===== src/rtl/key_led_sequencer.sv =====
// Two-key LED lab controller: debounced key[0] steps through OFF/COUNT/CHASE/BOUNCE,
// key[1] pauses and resumes the running pattern. All outputs are registered.
module key_led_sequencer #(
   parameter int NUM_LEDS = 10,
   parameter int DEBOUNCE = 4,
   parameter int STEP     = 8
) (
   input  logic                clk,
   input  logic                rst,
   input  logic [1:0]          key,
   output logic [NUM_LEDS-1:0] led,
   output logic [1:0]          mode,
   output logic                paused
);

   localparam int CW = (DEBOUNCE > 1) ? $clog2(DEBOUNCE) : 1;
   localparam int TW = (STEP > 1) ? $clog2(STEP) : 1;
   localparam logic [CW-1:0]       CNT_LAST   = CW'(DEBOUNCE - 1);
   localparam logic [TW-1:0]       TIMER_LAST = TW'(STEP - 1);
   localparam logic [NUM_LEDS-1:0] LED_ONE    = {{(NUM_LEDS-1){1'b0}}, 1'b1};

   typedef enum logic [1:0] {
      MODE_OFF    = 2'd0,
      MODE_COUNT  = 2'd1,
      MODE_CHASE  = 2'd2,
      MODE_BOUNCE = 2'd3
   } mode_t;

   logic [1:0]    sync_q;
   logic [1:0]    stable_q;
   logic [1:0]    press_q;
   logic [CW-1:0] cnt_q [2];

   // The press pulse is raised on the same edge that stable rises, so it is
   // visible during the following cycle only.
   always_ff @(posedge clk) begin
      if (rst) begin
         sync_q   <= '0;
         stable_q <= '0;
         press_q  <= '0;
         for (int i = 0; i < 2; i++) cnt_q[i] <= '0;
      end else begin
         sync_q <= key;
         for (int i = 0; i < 2; i++) begin
            press_q[i] <= 1'b0;
            if (sync_q[i] != stable_q[i]) begin
               if (cnt_q[i] == CNT_LAST) begin
                  stable_q[i] <= sync_q[i];
                  cnt_q[i]    <= '0;
                  press_q[i]  <= sync_q[i];
               end else begin
                  cnt_q[i] <= cnt_q[i] + 1'b1;
               end
            end else begin
               cnt_q[i] <= '0;
            end
         end
      end
   end

   mode_t               state_q, state_d;
   logic [NUM_LEDS-1:0] led_q, led_d;
   logic                paused_q, paused_d;
   logic                dir_q, dir_d;
   logic [TW-1:0]       timer_q, timer_d;

   always_ff @(posedge clk) begin
      if (rst) begin
         state_q  <= MODE_OFF;
         led_q    <= '0;
         paused_q <= 1'b0;
         dir_q    <= 1'b0;
         timer_q  <= '0;
      end else begin
         state_q  <= state_d;
         led_q    <= led_d;
         paused_q <= paused_d;
         dir_q    <= dir_d;
         timer_q  <= timer_d;
      end
   end

   // Priority: mode press, then pause toggle, then pattern stepping.
   always_comb begin
      state_d  = state_q;
      led_d    = led_q;
      paused_d = paused_q;
      dir_d    = dir_q;
      timer_d  = timer_q;
      if (press_q[0]) begin
         state_d  = mode_t'(state_q + 2'd1);
         paused_d = 1'b0;
         timer_d  = '0;
         dir_d    = 1'b0;
         led_d    = (state_d == MODE_CHASE || state_d == MODE_BOUNCE) ? LED_ONE : '0;
      end else if (press_q[1] && state_q != MODE_OFF) begin
         paused_d = ~paused_q;
         // Resuming restarts the step so the next advance is a full STEP away.
         timer_d  = paused_q ? '0 : timer_q;
      end else if (!paused_q && state_q != MODE_OFF) begin
         if (timer_q == TIMER_LAST) begin
            timer_d = '0;
            case (state_q)
               MODE_COUNT: led_d = led_q + 1'b1;
               MODE_CHASE: led_d = {led_q[NUM_LEDS-2:0], led_q[NUM_LEDS-1]};
               MODE_BOUNCE: begin
                  if (!dir_q) begin
                     led_d = led_q << 1;
                     if (led_q[NUM_LEDS-2]) dir_d = 1'b1;
                  end else begin
                     led_d = led_q >> 1;
                     if (led_q[1]) dir_d = 1'b0;
                  end
               end
               default: led_d = led_q;
            endcase
         end else begin
            timer_d = timer_q + 1'b1;
         end
      end
   end

   assign led    = led_q;
   assign mode   = state_q;
   assign paused = paused_q;

endmodule


===== config.mk =====
export PLATFORM = sky130hd
export DESIGN_NAME = key_led_sequencer
export DESIGN_NICKNAME = d
export VERILOG_FILES = /design/src/rtl/key_led_sequencer.sv
export SDC_FILE = /design/constraint.sdc
export NUM_CORES = 1
export LEC_CHECK = 0
export CAP_MARGIN = 0
export CORE_UTILIZATION = 60
export CTS_BUF_LIST = sky130_fd_sc_hd__clkbuf_4
export CTS_CLUSTER_SIZE = 12
export DETAILED_ROUTE_END_ITERATION = 8
export HOLD_SLACK_MARGIN = 0.03
export PLACE_DENSITY = 0.93
export SETUP_SLACK_MARGIN = 0.5
export SYNTH_ARGS = -nofsm -noshare
export SYNTH_HDL_FRONTEND = slang
export SYNTH_SLANG_ARGS = --single-unit
export TNS_END_PERCENT = 20

===== constraint.sdc =====
create_clock -name clk -period 4.88 [get_ports clk]
set_input_delay 0.732 -clock clk [delete_from_list [all_inputs] [get_ports clk]]
set_output_delay 0.732 -clock clk [all_outputs]
set_load 0.05 [all_outputs]

Word-level counts from Yosys, hierarchy flattened
Memory sizes are Yosys's and may differ from the RTL's.
Index checks and enable logic that the tools add are counted.
W data, S select, Z words.
{"block": "word_totals", "latchBits": 0, "mem_count": 1, "output_inout_bits": 13, "input_bits": 4, "romBits": 0, "mem_bits_rw": 4, "register_bits": 23, "word_cells": 101}
{"block": "classes", "reduce_logical": 17, "addsub": 5, "eq_ne": 12, "multipliers": 0, "n_bitwise": 12, "div": 0, "n_lt_le_gt_ge": 0, "shift": 0, "mux": 44}
{"name": "cnt_q", "words": 2, "word_bits": 2, "rd": 2, "rd_clocked_by_memory_dff": 0, "wr": 2, "line": "32", "source": "logic [CW-1:0] cnt_q [2];"}
{"op": "$mux W10", "n": 5}
{"op": "$pmux W10 S3", "n": 1}
{"op": "$mux W1", "n": 28}
{"op": "$eq A2 B2 Y1 const B", "n": 6}
{"op": "$mux W2", "n": 6}
{"op": "$mux W3", "n": 4}
{"op": "$add A10 B1 Y10 const B", "n": 1}
{"op": "$reduce_and A4 Y1", "n": 2}
{"op": "$reduce_bool A2 Y1", "n": 4}
{"op": "$add A2 B1 Y2 const B", "n": 3}
{"op": "$not A1 Y1", "n": 6}
{"op": "$or A1 B1 Y1", "n": 6}
{"op": "$reduce_and A2 Y1", "n": 3}
{"op": "$reduce_or A3 Y1", "n": 2}
{"op": "$ne A2 B2 Y1 const B", "n": 2}
{"op": "$reduce_bool A4 Y1", "n": 1}
{"op": "$add A3 B1 Y3 const B", "n": 1}
{"op": "$eq A3 B3 Y1 const B", "n": 1}
{"op": "$eq A2 B1 Y1 const B", "n": 1}
{"op": "$logic_and A1 B1 Y1", "n": 2}
{"op": "$ne A1 B1 Y1", "n": 2}
{"op": "$reduce_or A2 Y1", "n": 1}
{"op": "$logic_not A1 Y1", "n": 1}
{"op": "$logic_or A1 B1 Y1", "n": 1}

Depth between registers and ports, before layout
Gate-level depths: netlist of run 1.
{"block": "logic_depth", "depth_word": 8, "depth_mapped": 7, "mapped_depth_nobuf": 6}

Least setup slack after synthesis of run 1
Ideal clock, no wire load.
{"block": "synth_path", "kind": "reg-to-reg", "startpoint": "register state_q[0], in the netlist mode[0]", "endpoint": "register led_q[8], in the netlist led[8]", "n_path_buf": 1, "required_ns": 4.762, "t_arrival_ns": 2.108, "synth_period_minus_slack_ns": 2.226, "path_slack_ns": 2.654, "setup_ns": 0.118, "path_stages_with_launch": 8, "cell_sequence": "dfxtp_1 inv_1 ha_1 or2_1 clkbuf_2 or4_1 a21oi_1 nor3_1"}
{"block": "synth_via", "elab_chain_len": 6, "word_cells_on_any_way": 15, "cone_classes": "eq/ne: 4; mux: 5; reduce/logical: 6"}
{"item": "from (decl)", "line": "61", "source": "mode_t state_q, state_d;"}
{"item": "from (signal assigned)", "line": "75", "source": "state_q <= state_d;"}
{"item": "$eq A2 B2 Y1 / $eq A2 B1 Y1 (equally long branches)", "line": "103", "source": "case (state_q)"}
{"item": "$pmux W10 S3", "line": "103"}
{"item": "$mux W10", "line": "101", "source": "if (timer_q == TIMER_LAST) begin"}
{"item": "$mux W10", "line": "100", "source": "end else if (!paused_q && state_q != MODE_OFF) begin"}
{"item": "$mux W10", "line": "96", "source": "end else if (press_q[1] && state_q != MODE_OFF) begin"}
{"item": "$mux W10", "line": "90", "source": "if (press_q[0]) begin"}
{"item": "to (signal assigned)", "line": "76", "source": "led_q <= led_d;"}
{"item": "to (decl)", "line": "62", "source": "logic [NUM_LEDS-1:0] led_q, led_d;"}
Parallel ways exist; a longest one is shown, timed or not. The select of a mux whose other input is x is not followed.
A chain may end at the register's enable or synchronous reset.

Worst setup path in the final report of run 1
{"block": "layout_path", "startpoint": "register led_q[1], in the netlist led[1]", "endpoint": "output led[1]"}
{"item": "to (decl)", "line": "11", "source": "output logic [NUM_LEDS-1:0] led,"}
No word-level cell between the ends.

==> results of run 1 <==
-- report_power, final --
group | internal, mW | leakage (nW) | switching, mW
combinational | 0.00722 | 0.302 | 0.00848
sequential | 0.229 | 0.227 | 0.00255
clock | 0.0336 | 0.0183 | 0.0755
total | 0.270 | 0.548 | 0.0865
-- synth_stat cells, types with 4 or more instances --
master,n
nor2_1,15
a21oi_1,13
ha_1,8
edfxtp_1,4
inv_1,7
nand3_1,5
nor3_1,4
nand2_1,10
dfxtp_1,23
o21ai_0,9
or2_2,4
-- layout by cell type, fill, tap and decap left out, types with 2 or more instances in the layout --
| cell type | count |
|---|---|
| or2_2 | 4 |
| a21oi_1 | 13 |
| a32oi_1 | 2 |
| o211ai_1 | 2 |
| nor3_1 | 4 |
| a211oi_1 | 2 |
| nor2_1 | 15 |
| nor4bb_1 | 2 |
| nand2_1 | 10 |
| edfxtp_1 | 4 |
| a221oi_1 | 3 |
| dfxtp_1 | 23 |
| or4_1 | 2 |
| a2bb2oi_1 | 2 |
| clkbuf_4 | 3 |
| o21ai_0 | 9 |
| or3_1 | 3 |
| o22ai_1 | 3 |
| o21a_1 | 3 |
| xnor2_1 | 3 |
| conb_1 | 4 |
| a21o_1 | 2 |
| mux2i_1 | 2 |
| clkdlybuf4s50_1 | 16 |
| nor4_1 | 2 |
| ha_1 | 8 |
| nor2b_1 | 2 |
| inv_1 | 7 |
| nand3_1 | 5 |
-- logic make-up after synthesis --
group                    count (synthesis)  share of synthesized area, %
multiplexers                             2                         1.350
other                                    1                        0.2529
AO/OA/AOI/OAI                           51                         23.29
buffers and inverters                   13                         5.907
flip-flops                              27                         39.16
AND/OR/NAND/NOR                         58                         21.52
XOR/XNOR                                 3                         1.772
adder cells (fa/ha/maj)                  8                         6.751
-- sequential cells by signal (all words and copies together), names as in the netlist --
register / cells
dir_q: 1
sync_q: 2
paused: 1
timer_q: 3
press_q: 2
cnt_q: 4
led: 10
stable_q: 2
mode: 2
-- final timing paths --
kind	start	to	cells past startpoint
max	led[1]	led[1]	1
min	stable_q[0]	press_q[0]	1
max reg2reg	mode[0]	led[0]	6
min reg2reg	stable_q[0]	press_q[0]	1
-- stage by stage --
step                      cell area (sq um)  utilization [%]  total power [mW]  instances
final                                  1659            72.90            0.3567        208
after CTS                              1659            72.90            0.3568        208
after global placement                 1628            71.52            0.2508        204
after global routing                   1659            72.90            0.3692        208
after floorplan                        1494                -            0.2477        166
after detailed placement               1628            71.52            0.2524        204
-- layer usage --
layer	vias up	global-route usage (%)	part of all wire (%)
met5	-	0	0
li1	640	-	-
met2	66	50.87	51
met4	0	10.81	0.80
met3	4	7.602	7.4
met1	629	33.46	41
-- area by class of cell --
class | count | area [sq um]
multi-input combinational | 126 | 825.8
inverter | 7 | 26.28
clock inverter | 1 | 8.758
clock buffer | 3 | 22.52
fill | 175 | 616.8
tap | 28 | 35.03
timing repair buffer | 16 | 160.2
sequential | 27 | 580.6
==> results.py, run 1 <==
metrics = {
    "critical_path": {
        "slowest_delay_ns": 0.86,
        "critPathLaunchType": "register",
        "criticalPathCategory": "reg2out",
        "rrSetupSlack_ns": 2.82,
        "path_cells": "clkdlybuf4s50_1",
        "worst-path-max-fanout": 8,
        "cp.buffers_inverters": 1,
        "crit_required_ns": 4.15,
        "crit_arrival_ns": 1.73,
        "path_delay_family": "buffers and inverters",
        "cp-end-kind": "primary output",
        "cpMaxStageDelayCell": "clkdlybuf4s50_1",
    },
    "floorplanning": {
        "core_sq_um": 2276,
        "core.rowCount": 17,
        "io_pins": 17,
        "fp.dieW_microns": 51.71,
        "die_h_microns": 51.71,
        "initial_utilization_pct": 65.15,
        "dieArea_sq_um": 2674,
    },
    "yosys": {
        "synth_edf_count": 4,
        "synthArstFlopShare_pct": 0,
        "yosysWarningCount": 0,
        "synth_area_sq_um": 1483,
        "syn_inst": 163,
        "synth.ff_latch_count": 27,
        "synth_top_area_share_pct": 31.05,
        "synth_top_cell_by_area": "dfxtp_1",
        "ys_types": 50,
        "synthTopCellsByArea": "dfxtp_1 (31%), edfxtp_1 (8.1%), ha_1 (6.8%)",
        "ys_seq_area_share_pct": 39.16,
        "syn_avg_cell_area_sq_um": 9.096,
        "ys.flop_type": "dfxtp_1",
    },
    "sta": {
        "finalSetupViolCount": 0,
        "period_minus_slack_ns": 2.465,
        "drv_slew": 0,
        "timing.hold.ws_ns": 0.4940,
        "fin_skew_ns": 0.01498,
        "rsz0062_at_grt": "false",
        "fin_crit_sh_pct": 50.51,
        "max_freq_mhz": 405.7,
        "slew_headroom_pct": 51.48,
        "tns_ns": 0,
        "tightest_slew_ns": 0.7251,
        "fin_ws_ns": 2.415,
        "final_hold_viol_count": 0,
    },
    "grt": {
        "grt_max_degree": 18,
        "grt_antenna_before_repair": 0,
        "grt_pass1_wl_microns": 5740,
        "grt_usage_pct": 28.98,
        "grt_pass1_vias": 1258,
        "overflow": 0,
    },
    "finish": {
        "fin_nets": 193,
        "synthToLayoutAreaGrowth_pct": 11.90,
        "antenna_cells": 0,
        "drive_above_1_share_pct": 7.778,
    },
    "drt": {
        "vias": 1339,
        "avgRoutedWirePerCell_microns": 16.20,
        "dr.pass1.iters": 4,
        "drtAntennaViolNets": 0,
        "drt_iter0_drc": 43,
        "drc": 0,
        "totalWireLength_microns": 3370,
        "routed_via_density": 6.438,
    },
    "outcome": {
        "outcome": "finished clean",
    },
    "clock_tree": {
        "clk_pin_slew_ns": 0.15,
        "cts_setup_buffers": 0,
        "clk_path_buf_depth": 2,
        "cts_hold_repair.buffers": 0,
        "clk_latency_ns": 0.35,
        "cts.sinks": 27,
        "cts_resized": 0,
        "cts_tree": "built",
        "root_buffer": "clkbuf_4",
        "htreeDepth": 1,
        "cts_buffers": 3,
    },
    "pwr": {
        "leakagePower_nw": 0.5478,
        "power.density_nw_per_um2": 215.0,
        "ir_drop_v": 0.0002122,
    },
    "placement": {
        "gp_congestion": 0.8855,
        "io_buffer_count": 16,
        "dp_hpwl_microns": 2452,
        "place_ws_ns": 2.666,
    },
    "run": {
        "cap_violations": 0,
    },
    "min_path": {
        "min_path_type": "reg2reg",
    },
}
No activity file was read; power rests on OpenSTA's default activity.
==> run 2, diff against run 1 <==
CORE_UTILIZATION = 57   (was 60)
PLACE_DENSITY = 0.89   (was 0.93)
clock period = 2.5 ns   (was 4.88 ns; I/O delays follow)
==> results.py, run 2 (synthesis results as in run 1) <==
metrics = {
    "clock_tree": {
        "htreeDepth": 1,
        "clk_pin_slew_ns": 0.15,
        "cts_buffers": 3,
        "root_buffer": "clkbuf_4",
        "cts.sinks": 27,
        "clk_path_buf_depth": 2,
        "clk_latency_ns": 0.33,
        "cts_tree": "built",
        "cts_hold_repair.buffers": 0,
    },
    "drt": {
        "vias": 1330,
        "dr.pass1.iters": 4,
        "drc": 0,
        "avgRoutedWirePerCell_microns": 14.66,
        "totalWireLength_microns": 3078,
        "drt_iter0_drc": 51,
        "drtAntennaViolNets": 0,
        "routed_via_density": 6.333,
    },
    "min_path": {
        "min-delay-start": "dir_q",
        "min_to": "dir_q",
        "hold_depth": 2,
        "min_path_type": "reg2reg",
    },
    "placement": {
        "dp_cells": 206,
        "dp_hpwl_microns": 2168,
        "gp_congestion": 0.8591,
        "io_buffer_count": 16,
    },
    "sta": {
        "tns_ns": 0,
        "rsz0062_at_grt": "true",
        "drv_slew": 0,
        "fin_crit_sh_pct": 82.08,
        "fin_skew_ns": 0.002597,
        "final_hold_viol_count": 0,
        "max_freq_mhz": 487.3,
        "tightest_slew_ns": 0.5175,
        "period_minus_slack_ns": 2.052,
        "slew_headroom_pct": 65.39,
        "finalSetupViolCount": 0,
    },
    "critical_path": {
        "cp-end-kind": "primary output",
        "reg2reg_depth": 6,
        "rrSetupSlack_ns": 0.53,
        "slowest_delay_ns": 0.85,
        "path_cells": "clkdlybuf4s50_1",
        "path_depth": 1,
        "crit_required_ns": 2.12,
        "worst-path-max-fanout": 8,
        "crit_arrival_ns": 1.68,
        "cp-startpoint": "led[2]",
        "r2r-start": "timer_q[0]",
        "rr_endpoint": "led[5]",
        "cpMaxStageDelayCell": "clkdlybuf4s50_1",
        "critPathLaunchType": "register",
        "path_delay_family": "buffers and inverters",
        "criticalPathCategory": "reg2out",
        "cp.buffers_inverters": 1,
    },
    "floorplanning": {
        "fp.dieW_microns": 53,
        "die_h_microns": 53,
        "core.rowCount": 18,
        "io_pins": 17,
        "core_sq_um": 2477,
        "dieArea_sq_um": 2809,
        "initial_utilization_pct": 59.85,
    },
    "grt": {
        "grt_pass1_vias": 1147,
        "grt_usage_pct": 23.23,
        "grt_use_met2_pct": 41.35,
        "grt_max_degree": 16,
        "overflow": 0,
        "grt_antenna_before_repair": 0,
        "use_met1_pct": 26.90,
        "use_met3_pct": 4.310,
        "grt_pass1_wl_microns": 4795,
        "gr-max-usage-layer": "met2",
    },
    "finish": {
        "largest_reg_flops": 10,
        "fin_nets": 193,
        "antenna_cells": 0,
        "final_cell_mix": "dfxtp_1 (21), nor2_1 (14), a21oi_1 (13), clkdlybuf4s50_1 (13), nand2_1 (10)",
        "final_cell_count_no_fill": 210,
        "drive_above_1_share_pct": 9.444,
        "synthToLayoutAreaGrowth_pct": 12.57,
        "final_core_util_pct": 67.37,
        "layout_commonest_cell": "dfxtp_1",
    },
    "outcome": {
        "outcome": "finished clean",
    },
    "pwr": {
        "power.density_nw_per_um2": 404.3,
        "leakagePower_nw": 0.5919,
        "ir_drop_v": 0.0003882,
    },
    "run": {
        "cap_violations": 0,
    },
}
-- run 2: through the flow --
stage | instance area (sq um) | setup slack [ns] | power (mW) | hold WS (ns)
finish | 1669 | 0.4481 | 0.6747 | 0.4939
global route | 1669 | 0.3817 | 0.6989 | 0.5164
CTS | 1662 | 0.4438 | 0.6765 | 0.4949
detailed placement | 1635 | 0.5945 | 0.4906 | 0.4757
global placement | 1635 | 0.6221 | 0.4892 | 0.4479
floorplan | 1499 | 0.5341 | 0.4826 | 0.4409
-- run 2: what timing repair did --
item,4_1_cts,5_1_grt
buffers inserted,0,0
resized for setup,1,3
setup endpoints to repair,8,19
-- run 2: area by class of cell --
type	count	area, sq um
well taps	30	37.54
repair buffers	16	163.9
clock buffers	3	22.52
multi-input cells	126	828.3
clock inverters	1	5.005
fillers	213	808.3
flip-flops and latches	27	585.6
inverters	7	26.28
-- run 2: worst max-delay path by stage --
stage	end	slack [ns]
after global routing	led[2]	0.38
after global placement	led[8]	0.62
after CTS	led[1]	0.44
final	led[2]	0.45
after detailed placement	led[8]	0.59
after floorplan	led[8]	0.53
-- run 2: metal layers --
layer  vias up  part of all wire [%]  wire (microns)
met5         -                     0               0
met4         0                   1.7              53
met3         9                   5.3             164
met2        53                    49            1506
met1       627                    44            1354
li1        641                     -               -
-- run 2: report_power, final --
part / total, mW / switching [mW] / internal, mW
registers: 0.451 / 0.00462 / 0.447
clock network: 0.193 / 0.133 / 0.0602
logic: 0.0300 / 0.0161 / 0.0139
total: 0.675 / 0.154 / 0.521
==> run 3, diff against run 2 <==
clock period = 2.05 ns   (was 2.5 ns; I/O delays follow)
==> results.py, run 3 (synthesis results as in run 1) <==
metrics = {
    "grt": {
        "overflow": 0,
        "grt_usage_pct": 26.02,
        "grt_pass1_vias": 1209,
        "grt_antenna_before_repair": 0,
        "grt_pass1_wl_microns": 5313,
        "grt_max_degree": 16,
    },
    "finish": {
        "layout_commonest_cell": "nor2_1",
        "drive_above_1_share_pct": 29.53,
        "largest_reg_flops": 10,
        "fill_cells": 178,
        "antenna_cells": 0,
        "postLayoutCellArea_sq_um": 1912,
        "fin_nets": 206,
        "seqCellArea_sq_um": 598.1,
        "synthToLayoutAreaGrowth_pct": 28.94,
        "final_core_util_pct": 77.17,
        "final_cell_mix": "nor2_1 (15), a21oi_1 (13), dfxtp_1 (13)",
        "multi_input_area_sq_um": 965.9,
    },
    "clock_tree": {
        "cts.sinks": 27,
        "clk_latency_ns": 0.34,
        "htreeDepth": 1,
        "root_buffer": "clkbuf_4",
        "clk_pin_slew_ns": 0.15,
        "cts_hold_repair.buffers": 0,
        "clk_path_buf_depth": 2,
        "cts_buffers": 3,
        "cts_tree": "built",
    },
    "critical_path": {
        "slowest_delay_ns": 0.42,
        "cpMaxStageDelayCell": "dfxtp_4",
        "critPathLaunchType": "register",
        "criticalPathCategory": "reg2reg",
        "cp-end-kind": "register",
        "worst-path-max-fanout": 8,
        "path_cells": "inv_4, ha_4, nor4b_4, buf_4, o21a_4, nor2_1, a211oi_1",
        "crit_required_ns": 2.30,
        "crit_arrival_ns": 1.91,
        "rrSetupSlack_ns": 0.39,
    },
    "pwr": {
        "power.density_nw_per_um2": 433.9,
        "leakagePower_nw": 0.6653,
        "ir_drop_v": 0.0005540,
        "finalPower_uw": 829.6,
    },
    "drt": {
        "drc": 0,
        "vias": 1387,
        "drtAntennaViolNets": 0,
        "routed_via_density": 6.220,
        "drt_iter0_drc": 69,
        "totalWireLength_microns": 3703,
        "avgRoutedWirePerCell_microns": 16.61,
        "dr.pass1.iters": 4,
    },
    "sta": {
        "period_minus_slack_ns": 1.660,
        "drv_slew": 0,
        "fin_skew_ns": 0.01264,
        "rsz0062_at_grt": "true",
        "finalSetupViolCount": 0,
        "max_freq_mhz": 602.4,
        "final_hold_viol_count": 0,
        "tns_ns": 0,
        "timing.hold.ws_ns": 0.4904,
        "fin_crit_sh_pct": 80.98,
    },
    "placement": {
        "placed_area_sq_um": 1704,
        "io_buffer_count": 16,
        "dp_hpwl_microns": 2261,
        "gp_congestion": 0.8947,
    },
    "floorplanning": {
        "dieArea_sq_um": 2809,
        "initial_utilization_pct": 59.85,
        "core.rowCount": 18,
        "die_h_microns": 53,
        "fp.dieW_microns": 53,
        "core_sq_um": 2477,
        "io_pins": 17,
    },
    "outcome": {
        "outcome": "finished clean",
    },
    "min_path": {
        "min_path_type": "reg2reg",
    },
    "run": {
        "cap_violations": 0,
    },
}
## run 3: changes by cell type in the layout (fill, tap and decap cells not counted), sizes merged
cell | previous run | this run
clkdlybuf4s15 | 0 | 5
dlymetal6s2s | 2 | 0
dlygate4sd2 | 1 | 7
clkdlybuf4s50 | 13 | 3
buf | 0 | 14
## run 3: area by class of cell
| class | count | share of cell area, % |
|---|---|---|
| multi-input combinational | 126 | 50.52 |
| sequential | 27 | 31.28 |
| timing repair buffer | 29 | 13.15 |
| clock buffer | 3 | 1.178 |
| inverter | 7 | 1.636 |
| clock inverter | 1 | 0.2618 |
| tap | 30 | 1.963 |
## run 3: what timing repair did
action,CTS,global route
pin swaps,5,9
resized for setup,42,8
buffers inserted,4,6
setup endpoints to repair,23,23
## run 3: per-layer routing
| layer | GRT usage, % | routed length [microns] |
|---|---|---|
| met1 | 31.34 | 1599 |
| met2 | 45.15 | 1842 |
| met3 | 4.310 | 219 |
| met4 | 10.96 | 41 |
| met5 | 0 | 0 |
## run 3: path summary, 6_finish.rpt
check	to	startpoint	cells past startpoint
setup / recovery	led[1]	mode[0]	7
hold / removal	press_q[0]	stable_q[0]	1
setup reg to reg	led[1]	mode[0]	7
hold reg to reg	press_q[0]	stable_q[0]	1
## run 3: where the power goes
group	total [mW]	switching (mW)	internal, mW
Combinational	0.0419	0.0219	0.0199
Sequential	0.549	0.00585	0.543
Clock	0.239	0.165	0.0734
Total	0.830	0.193	0.637
## run 3: through the flow
| stage | cells | setup slack (ns) |
|---|---|---|
| after global routing | 223 | 0.2364 |
| after global placement | 209 | 0.3280 |
| after detailed placement | 209 | 0.2699 |
| after CTS | 217 | 0.4141 |
| after floorplan | 166 | 0.3223 |
| final | 223 | 0.3899 |
## run 3: worst max-delay path: cells and delay by family, from the launching register on
family                   cells  cell delay (ns)
AND/OR/NAND/NOR              2             0.28
flip-flops                   1             0.42
buffers and inverters        2             0.24
AO/OA/AOI/OAI                2             0.46
adder cells (fa/ha/maj)      1             0.17
